$ cat src/rtl/alu_ctrl_pipe.sv
// alu_ctrl_pipe: decode-to-execute ALU control register with an optional
// multiply/divide sequencing FSM.
//
// Decodes RV32 op/funct3/funct7 into an ALU select code and registers it into
// the execute stage, with a latency of one cycle. Unrecognised encodings
// register as add with illegal_e set.
//
// Optional feature: define ALU_CTRL_MEXT_EN to enable M-extension sequencing.
// When the feature is enabled, an R-type instruction with funct7 0x01 is
// accepted into a BUSY state for MD_CYCLES cycles. While BUSY, the decode stage
// is held, and the op completes as ALU code 12. When the feature is disabled,
// funct7 0x01 decodes as illegal and stall_d/md_start/md_op/md_kill are tied to 0.
//
// Parameters:
//   CTRL_W     width of ALUControlE (min 4; code zero-extended)
//   MD_CYCLES  busy cycles per multiply/divide op (min 2)
// Ports:
//   clk, rst               rising-edge clock, async active-high reset
//   valid_d                decode-stage instruction valid
//   op, funct3, funct7     instruction fields
//   stall_in               downstream hold
//   flush                  kill in-flight op, clear execute register
//   ALUControlE            registered ALU select
//   valid_e, illegal_e     execute-stage valid / illegal-encoding flag
//   stall_d                hold decode stage (FSM busy)
//   md_start               one-cycle pulse in first busy cycle
//   md_op                  funct3 of the accepted mul/div op
//   md_kill                one-cycle pulse after a flush aborts a busy op
module alu_ctrl_pipe #(
    parameter int unsigned CTRL_W    = 4,
    parameter int unsigned MD_CYCLES = 4
) (
    input  logic              clk,
    input  logic              rst,
    input  logic              valid_d,
    input  logic [6:0]        op,
    input  logic [2:0]        funct3,
    input  logic [6:0]        funct7,
    input  logic              stall_in,
    input  logic              flush,
    output logic [CTRL_W-1:0] ALUControlE,
    output logic              valid_e,
    output logic              illegal_e,
    output logic              stall_d,
    output logic              md_start,
    output logic [2:0]        md_op,
    output logic              md_kill
);

`ifdef ALU_CTRL_MEXT_EN
    localparam bit MextEn = 1'b1;
`else
    localparam bit MextEn = 1'b0;
`endif

    localparam int unsigned CntW = $clog2(MD_CYCLES);

    localparam logic [3:0] CtrlAdd  = 4'd0;
    localparam logic [3:0] CtrlSub  = 4'd1;
    localparam logic [3:0] CtrlAnd  = 4'd2;
    localparam logic [3:0] CtrlOr   = 4'd3;
    localparam logic [3:0] CtrlXor  = 4'd4;
    localparam logic [3:0] CtrlSlt  = 4'd5;
    localparam logic [3:0] CtrlSltu = 4'd6;
    localparam logic [3:0] CtrlSll  = 4'd7;
    localparam logic [3:0] CtrlSrl  = 4'd8;
    localparam logic [3:0] CtrlSra  = 4'd9;
    localparam logic [3:0] CtrlPassB = 4'd10;
    localparam logic [3:0] CtrlMd   = 4'd12;

    localparam logic [6:0] OpR      = 7'b0110011;
    localparam logic [6:0] OpI      = 7'b0010011;
    localparam logic [6:0] OpLoad   = 7'b0000011;
    localparam logic [6:0] OpStore  = 7'b0100011;
    localparam logic [6:0] OpJalr   = 7'b1100111;
    localparam logic [6:0] OpJal    = 7'b1101111;
    localparam logic [6:0] OpBranch = 7'b1100011;
    localparam logic [6:0] OpLui    = 7'b0110111;

    typedef enum logic [0:0] {StIdle, StBusy} state_e;

    state_e            state_q;
    logic [CntW-1:0]   cnt_q;
    logic [CTRL_W-1:0] ctrl_q;
    logic              valid_q;
    logic              illegal_q;
    logic              md_start_q;
    logic [2:0]        md_op_q;
    logic              md_kill_q;

    logic [3:0] dec_ctrl;
    logic       dec_illegal;
    logic       dec_is_m;

    // Shared funct3 mapping for the non-alternate R-type / I-type ops.
    function automatic logic [3:0] base_op(input logic [2:0] f3);
        logic [3:0] code;
        case (f3)
            3'd0:    code = CtrlAdd;
            3'd1:    code = CtrlSll;
            3'd2:    code = CtrlSlt;
            3'd3:    code = CtrlSltu;
            3'd4:    code = CtrlXor;
            3'd5:    code = CtrlSrl;
            3'd6:    code = CtrlOr;
            default: code = CtrlAnd;
        endcase
        return code;
    endfunction

    always_comb begin
        dec_ctrl    = CtrlAdd;
        dec_illegal = 1'b0;
        dec_is_m    = 1'b0;
        case (op)
            OpR: begin
                if (funct7 == 7'h00) begin
                    dec_ctrl = base_op(funct3);
                end else if (funct7 == 7'h20 && funct3 == 3'd0) begin
                    dec_ctrl = CtrlSub;
                end else if (funct7 == 7'h20 && funct3 == 3'd5) begin
                    dec_ctrl = CtrlSra;
                end else if (funct7 == 7'h01 && MextEn) begin
                    dec_is_m = 1'b1;
                end else begin
                    dec_illegal = 1'b1;
                end
            end
            OpI: begin
                if (funct3 == 3'd1) begin
                    if (funct7 == 7'h00) dec_ctrl = CtrlSll;
                    else dec_illegal = 1'b1;
                end else if (funct3 == 3'd5) begin
                    if (funct7 == 7'h00) dec_ctrl = CtrlSrl;
                    else if (funct7 == 7'h20) dec_ctrl = CtrlSra;
                    else dec_illegal = 1'b1;
                end else begin
                    // funct7 is immediate bits here, so it is ignored.
                    dec_ctrl = base_op(funct3);
                end
            end
            OpLoad, OpStore, OpJalr, OpJal: dec_ctrl = CtrlAdd;
            OpBranch: begin
                if (funct3 == 3'd2 || funct3 == 3'd3) dec_illegal = 1'b1;
                else dec_ctrl = CtrlSub;
            end
            OpLui:   dec_ctrl = CtrlPassB;
            default: dec_illegal = 1'b1;
        endcase
    end

    // Flush outranks everything, then a busy FSM or downstream stall holds the
    // execute register, otherwise decode is captured.
    always_ff @(posedge clk or posedge rst) begin
        if (rst) begin
            state_q    <= StIdle;
            cnt_q      <= '0;
            ctrl_q     <= '0;
            valid_q    <= 1'b0;
            illegal_q  <= 1'b0;
            md_start_q <= 1'b0;
            md_op_q    <= 3'b000;
            md_kill_q  <= 1'b0;
        end else begin
            md_start_q <= 1'b0;
            md_kill_q  <= 1'b0;
            if (flush) begin
                md_kill_q <= (state_q == StBusy);
                state_q   <= StIdle;
                cnt_q     <= '0;
                ctrl_q    <= '0;
                valid_q   <= 1'b0;
                illegal_q <= 1'b0;
            end else if (state_q == StBusy) begin
                if (cnt_q != '0) begin
                    cnt_q <= cnt_q - CntW'(1);
                end else if (!stall_in) begin
                    state_q   <= StIdle;
                    ctrl_q    <= CTRL_W'(CtrlMd);
                    valid_q   <= 1'b1;
                    illegal_q <= 1'b0;
                end
            end else if (!stall_in) begin
                if (valid_d && dec_is_m) begin
                    state_q    <= StBusy;
                    cnt_q      <= CntW'(MD_CYCLES - 1);
                    md_op_q    <= funct3;
                    md_start_q <= 1'b1;
                    ctrl_q     <= '0;
                    valid_q    <= 1'b0;
                    illegal_q  <= 1'b0;
                end else begin
                    ctrl_q    <= CTRL_W'(dec_ctrl);
                    valid_q   <= valid_d;
                    illegal_q <= valid_d & dec_illegal;
                end
            end
        end
    end

    assign ALUControlE = ctrl_q;
    assign valid_e     = valid_q;
    assign illegal_e   = illegal_q;
    assign stall_d     = MextEn && (state_q == StBusy);
    assign md_start    = MextEn && md_start_q;
    assign md_op       = MextEn ? md_op_q : 3'b000;
    assign md_kill     = MextEn && md_kill_q;

endmodule

$ cat config.mk
export PLATFORM = sky130hd
export DESIGN_NAME = alu_ctrl_pipe
export DESIGN_NICKNAME = d
export VERILOG_FILES = /design/src/rtl/alu_ctrl_pipe.sv
export SDC_FILE = /design/constraint.sdc
export NUM_CORES = 1
export LEC_CHECK = 0
export BUFFER_PORTS_ARGS = -buffer_cell sky130_fd_sc_hd__clkbuf_2
export CORE_MARGIN = 4
export CORE_UTILIZATION = 45
export CTS_CLUSTER_SIZE = 14
export DETAILED_ROUTE_END_ITERATION = 12
export GPL_TIMING_DRIVEN = 1
export PLACE_DENSITY = 0.83
export RECOVER_POWER = 50
export SLEW_MARGIN = 15
export SYNTH_ARGS = -nofsm -noshare
export SYNTH_HDL_FRONTEND = slang
export SYNTH_SLANG_ARGS = --single-unit
$ cat constraint.sdc
create_clock -name clk -period 1.5 [get_ports clk]
set_clock_uncertainty 0.1 [all_clocks]
set_input_delay 0.3 -clock clk [delete_from_list [all_inputs] [get_ports clk]]
set_output_delay 0.3 -clock clk [all_outputs]
set_load 0.01 [all_outputs]
==> results of run 1 <==
[layout make-up]
type	count	area [µm²]	area share [%]
repair buffers	46	280	25.2
multi-input cells	82	527	47.4
inverters	6	22.5	2.03
clock buffers	4	26.3	2.36
well taps	24	30.0	2.70
flip-flops and latches	9	225	20.3
[worst reg2reg max path, stage by stage (launching register included)]
cell and delay (ns):
dfrtp_1 0.35, inv_1 0.05, ha_1 0.21, nor2b_2 0.14, nor2_1 0.06, buf_4 0.14
nor2_1 0.13, a211oi_2 0.06
[final timing paths]
path / slack, ns / endpoint / cells past startpoint
worst max-delay path: -0.15 / ALUControlE[1] / 6
worst min-delay path: 0.22 / ALUControlE[2] / 2
worst max register to register: 0.13 / ALUControlE[2] / 7
worst min register to register: 0.43 / ALUControlE[0] / 1
max in group asynchronous: 0.63 / cnt_q[1] / 3
min in group asynchronous: 0.42 / state_q / 3
[synth_stat cells (2+ instances only)]
library cell,instances,share of area (%)
nand3_1,3,1.9
buf_4,6,5.7
nor3_1,5,3.1
a21oi_1,3,1.9
dfrtp_1,9,28
nor4bb_1,2,2.5
nor3b_1,2,1.9
nor2b_1,4,3.1
nor2_1,17,8.0
a211oi_1,2,1.9
o21ai_0,4,2.5
inv_1,6,2.8
a22o_1,2,2.2
nand2b_1,5,3.9
or4_1,2,1.9
nand2_1,3,1.4
xnor2_1,2,2.2
[kinds of logic after synthesis]
logic type | after synthesis
simple gates | 50
compound gates | 22
buf+inv | 14
flops | 9
xor+xnor | 3
fa+ha+maj | 1
other cells | 1
[registers in the layout (all words and copies together), names as in the netlist]
signal and flops:
ALUControlE 4, cnt_q 2, illegal_e 1, state_q 1
valid_e 1
[where the power goes]
| group | leakage (nW) | switching, mW | internal (mW) |
|---|---|---|---|
| Sequential | 0.123 | 0.00347 | 0.249 |
| Combinational | 0.381 | 0.0940 | 0.0794 |
| Clock | 0.0150 | 0.0783 | 0.102 |
[through the flow]
stage / instance area, µm² / power (mW) / std cells
6_report: 1110 / 0.606 / 171
5_1_grt: 1110 / 0.649 / 171
4_1_cts: 1110 / 0.613 / 171
3_5_place_dp: 1070 / 0.426 / 166
3_3_place_gp: 1070 / 0.419 / 166
2_1_floorplan: 821 / 0.343 / 105
[per-layer routing]
metal | track usage, % | vias up
met5 | 0 | -
met4 | 2.30 | 0
met3 | 5.12 | 2
met2 | 31.5 | 32
met1 | 22.4 | 421
li1 | - | 448
[timing repair]
| action | CTS | global route |
|---|---|---|
| gates cloned | 0 | 0 |
| endpoints found under the hold margin | 9 | 0 |
| endpoints found under the setup margin | 4 | 6 |
| hold buffers | 1 | 0 |
| pin swaps | 3 | 4 |
| resized for setup | 1 | 1 |
==> metrics.csv, run 1 <==
metric;value;unit
grt_usage;18.1;%
whs;0.218;ns
fp-row-count;14;
io_pins;34;
via_per_inst;5.28;
synth-xor-area-share;3.30;%
ys_seq_area_share;28.3;%
final_hold_viol_count;0;
wl;2140;µm
rsz0062_at_grt;yes;
async_flop_share;100;%
drt_iter0_drc;33;
outcome;finished, violations left;
wl_met1;916;µm
drive_above_1_share;38.1;%
crit_path_start_kind;input pin;
syn_area_per_cell;7.96;µm²
hold_class;input pin to register;
io_buffers;27;
routed.top_layer;met4;
finalSetupViolCount;4;
synth_simple_gate_area_share;35.7;%
grt_pass1_wl;3640;µm
finalCritPeriodShare;110;%
cts_inserted_buffers;3;
violations;setup timing;
crit_slowest_cell;or4_4;
synthesis.area;796;µm²
vias;903;
syn-instance-count;100;
insertion_delay;0.26;ns
reg2reg_from;cnt_q[0];
cts_max_level;1;
die-area;2510;µm²
clock.fmax;606;MHz
ctsLongestPathBuffers;2;
wl_per_cell;12.5;µm
yosys_most_used_dff;dfrtp_1;
gp_congestion;0.829;
grt_overflow;0;
layout_commonest_cell;clkbuf_2;
arrival;1.75;ns
maxCapViolCount;0;
initial_utilization;49.9;%
cts_sinks;9;
synth_cell_types;40;
grt_pass1_vias;869;
drc;0;
power.density;545;nW/µm²
p_leak;0.519;nW
place_ws;-0.398;ns
synth_edf_count;0;
ir_worst_vdd;0.632;mV
dp_hpwl;1830;µm
final_cell_mix;27 x clkbuf_2, 18 x buf_4, 17 x nor2_1, 9 x dfrtp_1;
num-fill-cells;130;
critPathRequiredTime;1.60;ns
core;1590;µm²
cp-end-kind;register;
die_h;50.1;µm
die_w;50.1;µm
nNetsFinal;171;
synth_top_family_by_area;simple AND/OR/NAND/NOR gates;
dr_wl_met2;1080;µm
fin_ws;-0.150;ns
crit_family;simple AND/OR/NAND/NOR gates;
ys.warnings.count;0;
post-route-util;69.7;%
cts_tree;done;
cp_num_buf_inv;1;
wl_met3;136;µm
critical-path-max-stage-delay;0.55;ns
area_growth_syn_to_layout;39.6;%
crit_chain;clkbuf_2, or4_4, nor3_4, a31oi_1, o31ai_1, a22o_1;
synth_compound_area_share;21.1;%
ys_ff_latch;9;
final_antenna_net_count;0;
postCtsSetupRepairBufs;0;
crit_type;input pin to register;
synthMuxAreaShare;0;%
firstDrtPassIters;4;
path_clk_slew;0.06;ns
synthAdderAreaFrac;1.57;%
setup_tns;-0.352;ns
antenna_found_initial;0;
root_buffer;clkbuf_4;
cp-startpoint;funct7[1];
fin_crit;1.65;ns
path_max_fanout;6;
grt_max_degree;10;
hold_start;flush;
final_max_slew_viol_count;0;
n_antenna_cell;0;
(Power assumes the default switching activity.)
==> run 2: changes to the inputs <==
Settings changed: ABC_AREA set to 1, PLACE_DENSITY 0.83 to 0.82.
==> metrics.csv, run 2 <==
metric;value;unit;change
use_met2;25.8;%;was 31.5%
cp-endpoint;ALUControlE[1];;unchanged
wl_per_cell;9.67;µm;was 12.5 µm
place_ws;0.00643;ns;was -0.398 ns
cts_tree;done;;unchanged
grt_max_degree;10;;unchanged
post-route-util;61.0;%;was 69.7%
cts_sinks;9;;unchanged
die-area;2660;µm²;was 2510 µm²
cp_common_cell;nand2_1;;
grt_pass1_vias;830;;was 869
maxCapViolCount;0;;unchanged
cp-startpoint;cnt_q[1];;was funct7[1]
n_antenna_cell;0;;unchanged
io_buffers;27;;unchanged
area_growth_syn_to_layout;25.9;%;was 39.6%
layout_commonest_cell;nand2_1;;was clkbuf_2
drive_above_1_share;29.8;%;was 38.1%
cp_num_buf_inv;2;;was 1
antenna_found_initial;0;;unchanged
root_buffer;clkbuf_4;;unchanged
yosysTopAreaCell;dfrtp_1;;unchanged
synthesis.area;855;µm²;was 796 µm²
rsz0062_at_grt;no;;was yes
clock_power_share;32.6;%;was 29.8%
arrival;1.51;ns;was 1.75 ns
yosys_most_used_dff;dfrtp_1;;unchanged
fin_crit;1.40;ns;was 1.65 ns
p_switching;0.167;mW;was 0.176 mW
drt_iter0_drc;22;;was 33
seqPwrFrac;43.7;%;was 41.6%
ir_worst_vdd;0.355;mV;was 0.632 mV
grt_overflow;0;;unchanged
synth_commonest_cells;45 x nand2_1, 21 x nor2_1, 19 x inv_1;;was 17 x nor2_1, 9 x dfrtp_1, 6 x buf_4, 6 x inv_1
final_hold_viol_count;0;;unchanged
syn-instance-count;144;;was 100
fin_ws;0.0964;ns;was -0.150 ns
crit_chain;inv_2, ha_4, nor2_4, inv_2, nand2_2, nor2_4, nand2_1, a21oi_2, nand2_1, nand2_1;;was clkbuf_2, or4_4, nor3_4, a31oi_1, o31ai_1, a22o_1
dp_hpwl;1600;µm;was 1830 µm
p_leak;0.606;nW;was 0.519 nW
crit_slowest_cell;dfrtp_1;;was or4_4
final_cell_mix;44 x nand2_1, 26 x clkbuf_2, 21 x nor2_1, 17 x inv_1, 13 x nand3_1;;was 27 x clkbuf_2, 18 x buf_4, 17 x nor2_1, 9 x dfrtp_1
cp-end-kind;register;;unchanged
grt_pass1_wl;3180;µm;was 3640 µm
crit_type;register to register;;was input pin to register
async_flop_share;100;%;unchanged
die_h;51.6;µm;was 50.1 µm
power.density;527;nW/µm²;was 545 nW/µm²
whs;0.170;ns;was 0.218 ns
outcome;finished, final reports clean;;was finished, violations left
pwr-share-comb;23.6;%;was 28.6%
firstDrtPassIters;5;;was 4
initial_utilization;48.4;%;was 49.9%
ys_top_cells_by_area;dfrtp_1 26%, nand2_1 20%, nor2_1 9.2%;;was dfrtp_1 28%, nor2_1 8.0%, buf_4 5.7%
p_int;0.400;mW;was 0.430 mW
crit_path_start_kind;register;;was input pin
ys.warnings.count;0;;unchanged
clock.fmax;712;MHz;was 606 MHz
rrSetupSlack;0.1;ns;was 0.13 ns
ys_ff_latch;9;;unchanged
critPathRequiredTime;1.60;ns;about the same
insertion_delay;0.26;ns;about the same
synth.top_cell.area_share;26.4;%;was 28.3%
cp.depth;10;;was 6
wl;1960;µm;was 2140 µm
via_per_inst;4.84;;was 5.28
nNetsFinal;202;;was 171
grt_usage;15.8;%;was 18.1%
syn_area_per_cell;5.93;µm²;was 7.96 µm²
synth.most_common_cell;nand2_1;;was nor2_1
finalPower;0.567;mW;was 0.606 mW
drc;0;;unchanged
reg2reg_depth;10;;was 7
synth_edf_count;0;;unchanged
met3_usage;4.30;%;was 5.12%
synth_cell_types;21;;was 40
final_max_slew_viol_count;0;;unchanged
cts_max_level;1;;unchanged
gp_congestion;0.823;;was 0.829
path_clk_slew;0.06;ns;about the same
final_antenna_net_count;0;;unchanged
ys_seq_area_share;26.4;%;was 28.3%
crit_family;simple AND/OR/NAND/NOR gates;;unchanged
finalSetupViolCount;0;;was 4
path_max_fanout;4;;was 6
finalCritPeriodShare;93.6;%;was 110%
largest_reg_flops;4;;unchanged
vias;982;;was 903
switching_share;29.4;%;was 29.0%
hold_class;input pin to register;;unchanged
grt.met1_usage;18.9;%;was 22.4%
grt_busiest_layer;met2;;unchanged
die_w;51.6;µm;was 50.1 µm
rr_endpoint;ALUControlE[1];;was ALUControlE[2]
cts_inserted_buffers;3;;unchanged
setup_tns;0;ns;was -0.352 ns
io_pins;34;;unchanged
core;1760;µm²;was 1590 µm²
fp-row-count;15;;was 14
ctsLongestPathBuffers;2;;unchanged
reg2reg_from;cnt_q[1];;was cnt_q[0]
critical-path-max-stage-delay;0.40;ns;was 0.55 ns
[run 2: area by class of cell]
cell class                      count  area [µm²]
Fill cell                         190         688
Multi-Input combinational cell    110         537
Sequential cell                     9         225
Timing Repair Buffer               31         166
Inverter                           24        90.1
Tap cell                           25        31.3
Clock buffer                        4        26.3
[run 2: metrics by stage]
| step | area [µm²] | cells |
|---|---|---|
| floorplan | 873 | 149 |
| global placement | 1010 | 197 |
| detailed placement | 1010 | 197 |
| CTS | 1060 | 202 |
| global route | 1080 | 203 |
| finish | 1080 | 203 |
[run 2: worst min-delay path by stage]
| stage | startpoint | endpoint | cells past startpoint | slack, ns |
|---|---|---|---|---|
| after global placement | rst | valid_e | 2 | 0.15 |
| after detailed placement | rst | illegal_e | 2 | 0.16 |
| after CTS | flush | cnt_q[1] | 2 | 0.15 |
| final | flush | cnt_q[1] | 2 | 0.17 |
| after global routing | flush | state_q | 2 | 0.16 |
| after floorplan | rst | ALUControlE[0] | 1 | 0.03 |
[run 2: power by group through the flow]
stage | Clock, mW | Sequential (mW) | Combinational (mW)
2_1_floorplan | 0 | 0.254 | 0.0802
3_3_place_gp | 0 | 0.252 | 0.123
3_5_place_dp | 0 | 0.252 | 0.126
4_1_cts | 0.190 | 0.248 | 0.129
5_1_grt | 0.213 | 0.248 | 0.151
6_report | 0.185 | 0.248 | 0.134
[run 2: layer usage]
metal | wire, µm | vias up
met4 | 24 | 0
met5 | 0 | -
li1 | - | 501
met1 | 878 | 449
met3 | 125 | 2
met2 | 934 | 30
[run 2: logic make-up after synthesis]
family                     after synthesis  synth area share [%]
AOI/OAI and AO/OA                       13                  9.52
adders and majority gates                1                  1.46
buffers and inverters                   30                  15.8
DFF                                      9                  26.4
other                                    1                 0.439
and+or+nand+nor                         90                  46.4
[run 2: repair_timing]
item	4_1_cts	5_1_grt
pin swaps	2	1
gates resized for setup	2	5
buffers inserted	0	1
setup endpoints to repair	2	6
hold buffers	1	0
hold endpoints to repair	9	0
